--- src/rtl/dsp_mem_framesync_wide.sv ---
// dsp_mem_framesync_wide: word-wide frame/syncword shift register with frame position, SOF strobe and saturating frame counter
module dsp_mem_framesync_wide #(
    parameter int FrameLength = 64,
    parameter int Width = 4,
    parameter int CntWidth = 16,
    localparam int NumWords = FrameLength / Width,
    localparam int PosWidth = (NumWords > 1) ? $clog2(NumWords) : 1
) (
    input  logic                   i_rclk,
    input  logic                   i_rrst,
    input  logic                   i_cfg_mode_load,
    input  logic                   i_cfg_mode_rshift,
    input  logic                   i_cfg_mode_rotate,
    input  logic                   i_cfg_cnt_clr,
    input  logic [FrameLength-1:0] i_cfg_syncword,
    input  logic [Width-1:0]       i_tail_fs_mem,
    output logic [Width-1:0]       o_head_fs_mem,
    output logic                   o_sof,
    output logic [PosWidth-1:0]    o_pos,
    output logic [CntWidth-1:0]    o_frame_cnt
);
    localparam logic [PosWidth-1:0] PosLast = PosWidth'(NumWords - 1);
    logic [FrameLength-1:0] framesync, framesync_next, shifted;
    logic [PosWidth-1:0]    pos, pos_next;
    logic [CntWidth-1:0]    frame_cnt, frame_cnt_next;
    logic                   rshift_q, rotate_q, wrap;
    logic [Width-1:0]       head, tail;
    assign head = framesync[FrameLength-1 -: Width];
    assign tail = rotate_q ? head : i_tail_fs_mem;
    generate
        if (Width == FrameLength) begin : g_full
            assign shifted = tail;
        end else begin : g_part
            assign shifted = {framesync[FrameLength-Width-1:0], tail};
        end
    endgenerate
    assign wrap = rshift_q && (pos == PosLast);
    always_comb begin
        framesync_next = i_cfg_mode_load ? i_cfg_syncword : rshift_q ? shifted : framesync;
        pos_next       = i_cfg_mode_load ? '0 : !rshift_q ? pos : wrap ? '0 : pos + PosWidth'(1);
        frame_cnt_next = (i_cfg_mode_load || i_cfg_cnt_clr) ? '0 :
                         (wrap && frame_cnt != '1) ? frame_cnt + CntWidth'(1) : frame_cnt;
    end
    always_ff @(posedge i_rclk) begin
        if (i_rrst) begin
            framesync <= '0;
            pos       <= '0;
            frame_cnt <= '0;
            rshift_q  <= 1'b0;
            rotate_q  <= 1'b0;
        end else begin
            framesync <= framesync_next;
            pos       <= pos_next;
            frame_cnt <= frame_cnt_next;
            rshift_q  <= i_cfg_mode_rshift;
            rotate_q  <= i_cfg_mode_rotate;
        end
    end
    assign o_head_fs_mem = head;
    assign o_sof         = rshift_q & ~i_cfg_mode_load & (pos == '0);
    assign o_pos         = pos;
    assign o_frame_cnt   = frame_cnt;
endmodule

--- config.mk ---
export PLATFORM = sky130hd
export DESIGN_NAME = dsp_mem_framesync_wide
export DESIGN_NICKNAME = d
export VERILOG_FILES = /design/src/rtl/dsp_mem_framesync_wide.sv
export SDC_FILE = /design/constraint.sdc
export NUM_CORES = 1
export LEC_CHECK = 0
export ABC_AREA = 1
export CORE_ASPECT_RATIO = 0.7
export CORE_MARGIN = 2
export CORE_UTILIZATION = 35
export CTS_CLUSTER_DIAMETER = 40
export DETAILED_ROUTE_END_ITERATION = 10
export PLACE_DENSITY = 0.64
export SLEW_MARGIN = 15
export SYNTH_ARGS = -nofsm -noshare
export SYNTH_HDL_FRONTEND = slang
export SYNTH_SLANG_ARGS = --single-unit
--- constraint.sdc ---
create_clock -name i_rclk -period 3 [get_ports i_rclk]
set_input_delay 0.75 -clock i_rclk [delete_from_list [all_inputs] [get_ports i_rclk]]
set_output_delay 0.75 -clock i_rclk [all_outputs]
set_load 0.1 [all_outputs]
==> out/summary.json, run 1 <==
{
  "status": "complete, no violations",
  "power.static_leakage_nw": 2.72,
  "power-per-cell-area_mw_per_mm2": 502,
  "synth.yosys.warnings": 0,
  "vias": 4064,
  "clkSlewWorstSetupHoldPaths_ns": 0.07,
  "initial_standard_cell_utilization_of_the_core_pct": 36.2,
  "dp.cells": 863,
  "synth_cell_types": 31,
  "cts_tree": "built",
  "timing.critical_path.cells": "inv_2 -> nor2_8 -> inv_2 -> nor2_2 -> buf_12",
  "placement_rows": 33,
  "vdd_ir_drop_max_v": 0.000310,
  "first_pass_grt_wire_length_um": 17900,
  "synth_sequential_area_ratio_pct": 40.4,
  "area_share_of_the_leading_cell_type_in_the_synthesized_netlist_pct": 40.4,
  "area_delta_synth_final_pct": 31.2,
  "slew-limit-headroom_pct": 54.9,
  "syn-mean-instance-area_um2": 6.73,
  "r2r_slack_ns": 1.12,
  "max_freq_mhz": 452,
  "grt_setup_unrepaired": "false",
  "critical_path.slowest_cell": "sky130_fd_sc_hd__dfxtp_1",
  "final_area_mm2": 0.00559,
  "port-buffer-count": 98,
  "cpLargestDelayFamily": "flip-flops",
  "multiInputGateArea_mm2": 0.00195,
  "finalCriticalPeriod_ns": 2.21,
  "tightest_slew_ns": 0.677,
  "setup_violations": 0,
  "cts_root_buf": "sky130_fd_sc_hd__clkbuf_16",
  "logic_depth_of_the_worst_register_to_register_path": 7,
  "min_path_cells": 2,
  "core_mm2": 0.0118,
  "synth-main-ff-cell": "sky130_fd_sc_hd__dfxtp_1",
  "ctsResizeCount": 0,
  "die_width_um": 136,
  "antenna-diode-count": 0,
  "edff_count_synth": 0,
  "fraction_of_final_layout_cells_with_drive_strength_greater_than_1_pct": 10.1,
  "dieArea_mm2": 0.0131,
  "pre_cts_slack_ns": 0.680,
  "synth_area_leaders": "sky130_fd_sc_hd__dfxtp_1, sky130_fd_sc_hd__nand2_1, sky130_fd_sc_hd__inv_1",
  "groute.usage.overall_pct": 17.2,
  "timing.critical_path.depth": 5,
  "insertion_delay_ns": 0.34,
  "timing.final.max_slew_violations": 0,
  "post_synth_instance_area_mm2": 0.00426,
  "crit-reg2reg-launch": "rshift_q$_SDFF_PP0_",
  "period_share_pct": 73.7,
  "gr-total-overflow": 0,
  "largest_net_degree_at_the_start_of_global_routing": 66,
  "crit_buf_inv": 3,
  "critPathMostFrequentCell": "sky130_fd_sc_hd__inv_2",
  "end_kind": "primary output",
  "dp_hpwl_um": 7880,
  "setup_tns_ns": 0,
  "hold_end": "framesync[1]$_SDFFE_PP0P_",
  "vias_per_cell": 4.62,
  "detail_route.wl_per_cell_um": 12.6,
  "hold_buffers": 0,
  "hold_path.startpoint": "framesync[1]$_SDFFE_PP0P_",
  "routabilityCongestion": 0.826,
  "yosys_register_bits": 86,
  "drt_pass1_iterations": 5,
  "cpPeakStageDelay_ns": 0.47,
  "worst-endpoint-arrival_ns": 1.46,
  "timing.hold.worst.class": "flop to flop",
  "grt_antenna_before_repair": 0,
  "layout_setup_ws_ns": 0.788,
  "syn-num-nets": 710,
  "timing.final.hold_violations": 0,
  "crit-reg2reg-capture": "framesync[8]$_SDFFE_PP0P_",
  "fillCellCount": 1207,
  "post_synth_most_frequent_cells": "sky130_fd_sc_hd__nand2_1, sky130_fd_sc_hd__inv_1, sky130_fd_sc_hd__dfxtp_1",
  "route.final.wire_length_um": 11100,
  "postSynth.asyncResetShare_pct": 0,
  "ant_nets": 0,
  "post-synth-top-area-cell": "sky130_fd_sc_hd__dfxtp_1",
  "cts_htree_levels": 3,
  "post_synth_inst_count": 633,
  "synth.most_common_cell": "sky130_fd_sc_hd__nand2_1",
  "postCtsSetupBuffers": 0,
  "skew_ns": 0.00505,
  "worstPathRequired_ns": 2.25,
  "fin_cells": 879,
  "critical_path.max_fanout": 6,
  "drt_iter0_markers": 264,
  "cts-root-to-sink-buffers": 2,
  "first_global_vias": 3848,
  "seqCellArea_mm2": 0.00172,
  "maxCapViolations": 0,
  "cts-buffers-inserted": 9,
  "worst_setup_path_start_kind": "flop",
  "drt_drc_violations_left": 0,
  "crit_type": "flop to primary output",
  "dpl_cell_area_mm2": 0.00526,
  "cts.sinks": 86,
  "final_nets": 794,
  "post-layout-total-power_w": 0.00280,
  "chipHeight_um": 96.3,
  "ios": 99
}
layout make-up:
| class | instances | share of cell area, % |
|---|---|---|
| Inverter | 107 | 7.19 |
| Tap cell | 157 | 3.52 |
| Sequential cell | 86 | 30.8 |
| Clock inverter | 7 | 1.88 |
| Clock buffer | 9 | 4.03 |
| Timing Repair Buffer | 106 | 17.7 |
| Multi-Input combinational cell | 407 | 34.9 |
where the power goes:
| group | switching (W) | internal, W | leakage (nW) | total, W |
|---|---|---|---|---|
| sequential | 0.0000283 | 0.00119 | 0.706 | 0.00122 |
| combinational | 0.000182 | 0.000159 | 1.85 | 0.000340 |
| clock | 0.000496 | 0.000743 | 0.159 | 0.00124 |
worst min-delay path, cell delays in order (launching register included):
cell                      delay, ns
sky130_fd_sc_hd__dfxtp_1       0.31
sky130_fd_sc_hd__nand2_1       0.06
sky130_fd_sc_hd__a31oi_1       0.07
registers in the layout (all words and copies together), names as in the netlist:
name         count
framesync       64
rshift_q         1
rotate_q         1
o_pos            4
o_frame_cnt     16
routing by layer:
| metal | track usage (%) | vias to the layer above | part of all wire (%) |
|---|---|---|---|
| li1 | - | 2121 | - |
| met3 | 3.48 | 13 | 5.2 |
| met1 | 23.6 | 1849 | 50 |
| met4 | 5.03 | 0 | 1.4 |
| met2 | 27.5 | 81 | 44 |
| met5 | 0 | - | 0 |
cell usage in the layout, fill, tap and decap left out, types with 2 or more instances in the layout:
master                              n
sky130_fd_sc_hd__a31o_2             4
sky130_fd_sc_hd__o211ai_1           3
sky130_fd_sc_hd__nand2_1          214
sky130_fd_sc_hd__inv_1            102
sky130_fd_sc_hd__nor3_1             3
sky130_fd_sc_hd__clkbuf_16          9
sky130_fd_sc_hd__nand2_2            4
sky130_fd_sc_hd__nor2_2             3
sky130_fd_sc_hd__nor2_4             4
sky130_fd_sc_hd__nor2_1            46
sky130_fd_sc_hd__nand3_1           26
sky130_fd_sc_hd__a21oi_1           13
sky130_fd_sc_hd__xor2_1             6
sky130_fd_sc_hd__o21ai_0           17
sky130_fd_sc_hd__o21ai_1           15
sky130_fd_sc_hd__nand3b_1           2
sky130_fd_sc_hd__buf_4             32
sky130_fd_sc_hd__a22oi_1           31
sky130_fd_sc_hd__dfxtp_1           86
sky130_fd_sc_hd__nand4_1            3
sky130_fd_sc_hd__bufinv_16          2
sky130_fd_sc_hd__clkdlybuf4s50_1   72
sky130_fd_sc_hd__inv_2              4
sky130_fd_sc_hd__a31oi_1            4
sky130_fd_sc_hd__inv_6              2
sky130_fd_sc_hd__ha_1               3
cells by family after synthesis:
kind of cell / Yosys count / share of synthesized area (%)
DFF: 86 / 40.4
adders and majority gates: 3 / 0.882
buffers and inverters: 140 / 13.8
xor gates and xnor gates: 6 / 1.23
and+or+nand+nor: 309 / 30.5
AOI/OAI and AO/OA: 89 / 13.1
how the worst max path moves through the flow:
stage | from | endpoint | slack, ns
2_1_floorplan | i_cfg_mode_load | o_sof | 0.35
3_3_place_gp | i_rrst | o_frame_cnt[4]$_SDFFE_PP0P_ | 0.76
3_5_place_dp | i_rrst | o_frame_cnt[0]$_SDFFE_PP0P_ | 0.68
4_1_cts | rshift_q$_SDFF_PP0_ | o_sof | 0.78
5_1_grt | rshift_q$_SDFF_PP0_ | o_sof | 0.72
6_report | rshift_q$_SDFF_PP0_ | o_sof | 0.79
per-stage QoR:
| stage | util [%] | hold WS [ns] |
|---|---|---|
| after floorplan | - | 0.463 |
| after global placement | 44.7 | 0.482 |
| after detailed placement | 44.7 | 0.484 |
| after CTS | 47.5 | 0.494 |
| after global routing | 47.5 | 0.512 |
| final | 47.5 | 0.491 |
Note: power is estimated with default switching activity, not from simulation.
==> run 2, diff against run 1 <==
==> constraint.sdc (replaced) <==
create_clock -name i_rclk -period 2.3 [get_ports i_rclk]
set_input_delay 0.575 -clock i_rclk [delete_from_list [all_inputs] [get_ports i_rclk]]
set_output_delay 0.575 -clock i_rclk [all_outputs]
set_load 0.1 [all_outputs]
==> out/summary.json, run 2 (synthesis results as in run 1) <==
{
  "grt_antenna_before_repair": {"value": 0, "change": "unchanged"},
  "r2r_slack": {"value": 0.45, "unit": "ns", "change": "was 1.12 ns"},
  "critical_path.max_fanout": {"value": 6, "change": "unchanged"},
  "area_delta_synth_final": {"value": 31.4, "unit": "%", "change": "was 31.2%"},
  "largest_reg_flops": {"value": 64, "change": "unchanged"},
  "worstSetupStartpoint": {"value": "rshift_q$_SDFF_PP0_", "change": "unchanged"},
  "dieArea": {"value": 0.0131, "unit": "mm2", "change": "unchanged"},
  "p_comb_share": {"value": 12.3, "unit": "%", "change": "was 12.1%"},
  "fin_cells": {"value": 879, "change": "unchanged"},
  "vias": {"value": 4055, "change": "was 4064"},
  "cts-root-to-sink-buffers": {"value": 2, "change": "unchanged"},
  "first_pass_grt_wire_length": {"value": 17600, "unit": "um", "change": "was 17900 um"},
  "timing.final.hold_violations": {"value": 0, "change": "unchanged"},
  "crit-reg2reg-capture": {"value": "o_frame_cnt[1]$_SDFFE_PP0P_", "change": "was framesync[8]$_SDFFE_PP0P_"},
  "end_kind": {"value": "primary output", "change": "unchanged"},
  "dp_hpwl": {"value": 7590, "unit": "um", "change": "was 7880 um"},
  "tightest_slew": {"value": 0.582, "unit": "ns", "change": "was 0.677 ns"},
  "initial_standard_cell_utilization_of_the_core": {"value": 36.2, "unit": "%", "change": "unchanged"},
  "worstPathRequired": {"value": 1.73, "unit": "ns", "change": "was 2.25 ns"},
  "detail_route.wl_per_cell": {"value": 12.3, "unit": "um", "change": "was 12.6 um"},
  "max_freq_mhz": 514,
  "cpPeakStageDelay": {"value": 0.45, "unit": "ns", "change": "was 0.47 ns"},
  "insertion_delay": {"value": 0.34, "unit": "ns", "change": "about the same"},
  "power.static_leakage": {"value": 2.71, "unit": "nW", "change": "was 2.72 nW"},
  "logic_depth_of_the_worst_register_to_register_path": {"value": 8, "change": "was 7"},
  "p_sw": {"value": 0.000886, "unit": "W", "change": "was 0.000706 W"},
  "critPathMostFrequentCell": {"value": "sky130_fd_sc_hd__inv_2", "change": "unchanged"},
  "crit_type": {"value": "flop to primary output", "change": "unchanged"},
  "final_nets": {"value": 794, "change": "unchanged"},
  "ant_nets": {"value": 0, "change": "unchanged"},
  "timing.hold.worst.class": {"value": "flop to flop", "change": "unchanged"},
  "dp.cells": {"value": 863, "change": "unchanged"},
  "switching_power_as_a_share_of_total_power": {"value": 24.5, "unit": "%", "change": "was 25.2%"},
  "route.final.wire_length": {"value": 10800, "unit": "um", "change": "was 11100 um"},
  "chipHeight": {"value": 96.3, "unit": "um", "change": "unchanged"},
  "postCtsSetupBuffers": {"value": 0, "change": "unchanged"},
  "power.sequential.fraction": {"value": 44.1, "unit": "%", "change": "was 43.6%"},
  "port-buffer-count": {"value": 98, "change": "unchanged"},
  "clkSlewWorstSetupHoldPaths": {"value": 0.07, "unit": "ns", "change": "about the same"},
  "core": {"value": 0.0118, "unit": "mm2", "change": "unchanged"},
  "crit-reg2reg-launch": {"value": "o_frame_cnt[0]$_SDFFE_PP0P_", "change": "was rshift_q$_SDFF_PP0_"},
  "slew-limit-headroom": {"value": 61.2, "unit": "%", "change": "was 54.9%"},
  "layout_common_cells": {"value": "sky130_fd_sc_hd__nand2_1, sky130_fd_sc_hd__inv_1, sky130_fd_sc_hd__dfxtp_1", "change": "unchanged"},
  "fraction_of_final_layout_cells_with_drive_strength_greater_than_1": {"value": 9.97, "unit": "%", "change": "was 10.1%"},
  "drt_pass1_iterations": {"value": 5, "change": "unchanged"},
  "maxCapViolations": {"value": 0, "change": "unchanged"},
  "antenna-diode-count": {"value": 0, "change": "unchanged"},
  "timing.critical_path.cells": {"value": "inv_2 -> nor2_8 -> inv_2 -> nor2_4 -> buf_12", "change": "was inv_2 -> nor2_8 -> inv_2 -> nor2_2 -> buf_12"},
  "placement_rows": {"value": 33, "change": "unchanged"},
  "worst_setup_path_start_kind": {"value": "flop", "change": "unchanged"},
  "ios": {"value": 99, "change": "unchanged"},
  "drt_iter0_markers": {"value": 307, "change": "was 264"},
  "worst-endpoint-arrival": {"value": 1.37, "unit": "ns", "change": "was 1.46 ns"},
  "cts_tree": {"value": "built", "change": "unchanged"},
  "period_share_pct": 84.5,
  "routabilityCongestion": {"value": 0.778, "change": "was 0.826"},
  "cts_htree_levels": {"value": 3, "change": "unchanged"},
  "vdd_ir_drop_max": {"value": 0.000427, "unit": "V", "change": "was 0.000310 V"},
  "finalCriticalPeriod_ns": 1.94,
  "fillCellCount": {"value": 1193, "change": "was 1207"},
  "skew": {"value": 0.00723, "unit": "ns", "change": "was 0.00505 ns"},
  "groute.usage.overall": {"value": 17.0, "unit": "%", "change": "was 17.2%"},
  "power-per-cell-area": {"value": 646, "unit": "mW/mm2", "change": "was 502 mW/mm2"},
  "timing.final.max_slew_violations": {"value": 0, "change": "unchanged"},
  "top_register": {"value": "framesync", "change": "unchanged"},
  "ctsResizeCount": {"value": 0, "change": "unchanged"},
  "worst_setup_path_endpoint": {"value": "o_sof", "change": "unchanged"},
  "cts-buffers-inserted": {"value": 9, "change": "unchanged"},
  "hold_buffers": {"value": 0, "change": "unchanged"},
  "critical_path.slowest_cell": {"value": "sky130_fd_sc_hd__dfxtp_1", "change": "unchanged"},
  "die_width": {"value": 136, "unit": "um", "change": "unchanged"},
  "largest_net_degree_at_the_start_of_global_routing": {"value": 57, "change": "was 66"},
  "first_global_vias": {"value": 3678, "change": "was 3848"},
  "gr-total-overflow": {"value": 0, "change": "unchanged"},
  "pwr-share-clk": {"value": 43.6, "unit": "%", "change": "was 44.2%"},
  "setup_violations": {"value": 0, "change": "unchanged"},
  "vias_per_cell": {"value": 4.61, "change": "was 4.62"},
  "cts_root_buf": {"value": "sky130_fd_sc_hd__clkbuf_16", "change": "unchanged"},
  "setup_tns": {"value": 0, "unit": "ns", "change": "unchanged"},
  "layout.cells.most_common": {"value": "sky130_fd_sc_hd__nand2_1", "change": "unchanged"},
  "power.internal": {"value": 0.00273, "unit": "W", "change": "was 0.00210 W"},
  "grt_setup_unrepaired": {"value": "false", "change": "unchanged"},
  "drt_drc_violations_left": {"value": 0, "change": "unchanged"},
  "cts.sinks": {"value": 86, "change": "unchanged"},
  "status": {"value": "complete, no violations", "change": "unchanged"}
}
run 2: changes by cell type in the layout (fill, tap and decap cells not counted), sizes merged:
cell	delta
inv	-2
clkbuf	+1
clkinv	+1
run 2: cell type report:
class | count | area [um2] | area share [%]
Clock buffer | 10 | 229 | 4.09
Clock inverter | 6 | 93.8 | 1.68
Inverter | 107 | 402 | 7.18
Multi-Input combinational cell | 407 | 1950 | 34.9
Sequential cell | 86 | 1720 | 30.8
Tap cell | 157 | 196 | 3.51
Timing Repair Buffer | 106 | 998 | 17.8
run 2: worst min path at each step:
| stage | from | endpoint | slack [ns] | depth (start not counted) |
|---|---|---|---|---|
| 6_report | framesync[2]$_SDFFE_PP0P_ | framesync[2]$_SDFFE_PP0P_ | 0.49 | 2 |
| 4_1_cts | framesync[0]$_SDFFE_PP0P_ | framesync[0]$_SDFFE_PP0P_ | 0.49 | 2 |
| 2_1_floorplan | framesync[0]$_SDFFE_PP0P_ | framesync[0]$_SDFFE_PP0P_ | 0.46 | 2 |
| 3_3_place_gp | framesync[3]$_SDFFE_PP0P_ | framesync[3]$_SDFFE_PP0P_ | 0.48 | 2 |
| 3_5_place_dp | framesync[0]$_SDFFE_PP0P_ | framesync[0]$_SDFFE_PP0P_ | 0.48 | 2 |
| 5_1_grt | framesync[0]$_SDFFE_PP0P_ | framesync[0]$_SDFFE_PP0P_ | 0.51 | 2 |
run 2: critical path, delay by kind of cell, from the launching register on:
family / cells / cell delay, ns
AND/OR/NAND/NOR: 2 / 0.23
flip-flops: 1 / 0.45
buffers and inverters: 3 / 0.35
run 2: power by group through the flow:
stage	registers [W]	clock network, W	logic (W)
3_5_place_dp	0.00163	0	0.000449
4_1_cts	0.00159	0.00161	0.000451
6_report	0.00159	0.00157	0.000446
5_1_grt	0.00160	0.00168	0.000498
3_3_place_gp	0.00163	0	0.000443
2_1_floorplan	0.00163	0	0.000254
run 2: stage by stage:
stage	total power (W)	hold slack [ns]	utilization [%]	instance area, um2	setup slack [ns]
2_1_floorplan	0.00188	0.463	-	4270	0.0663
5_1_grt	0.00378	0.508	47.5	5600	0.256
6_report	0.00361	0.492	47.5	5600	0.356
4_1_cts	0.00366	0.494	47.5	5600	0.334
3_5_place_dp	0.00208	0.483	44.8	5270	0.303
3_3_place_gp	0.00207	0.478	44.8	5270	0.376
run 2: per-layer routing:
| metal | global-route usage (%) | vias up | routed length [um] |
|---|---|---|---|
| li1 | - | 2118 | - |
| met1 | 23.7 | 1852 | 5380 |
| met2 | 26.1 | 75 | 4830 |
| met3 | 3.90 | 10 | 490 |
| met4 | 5.38 | 0 | 126 |
| met5 | 0 | - | 0 |
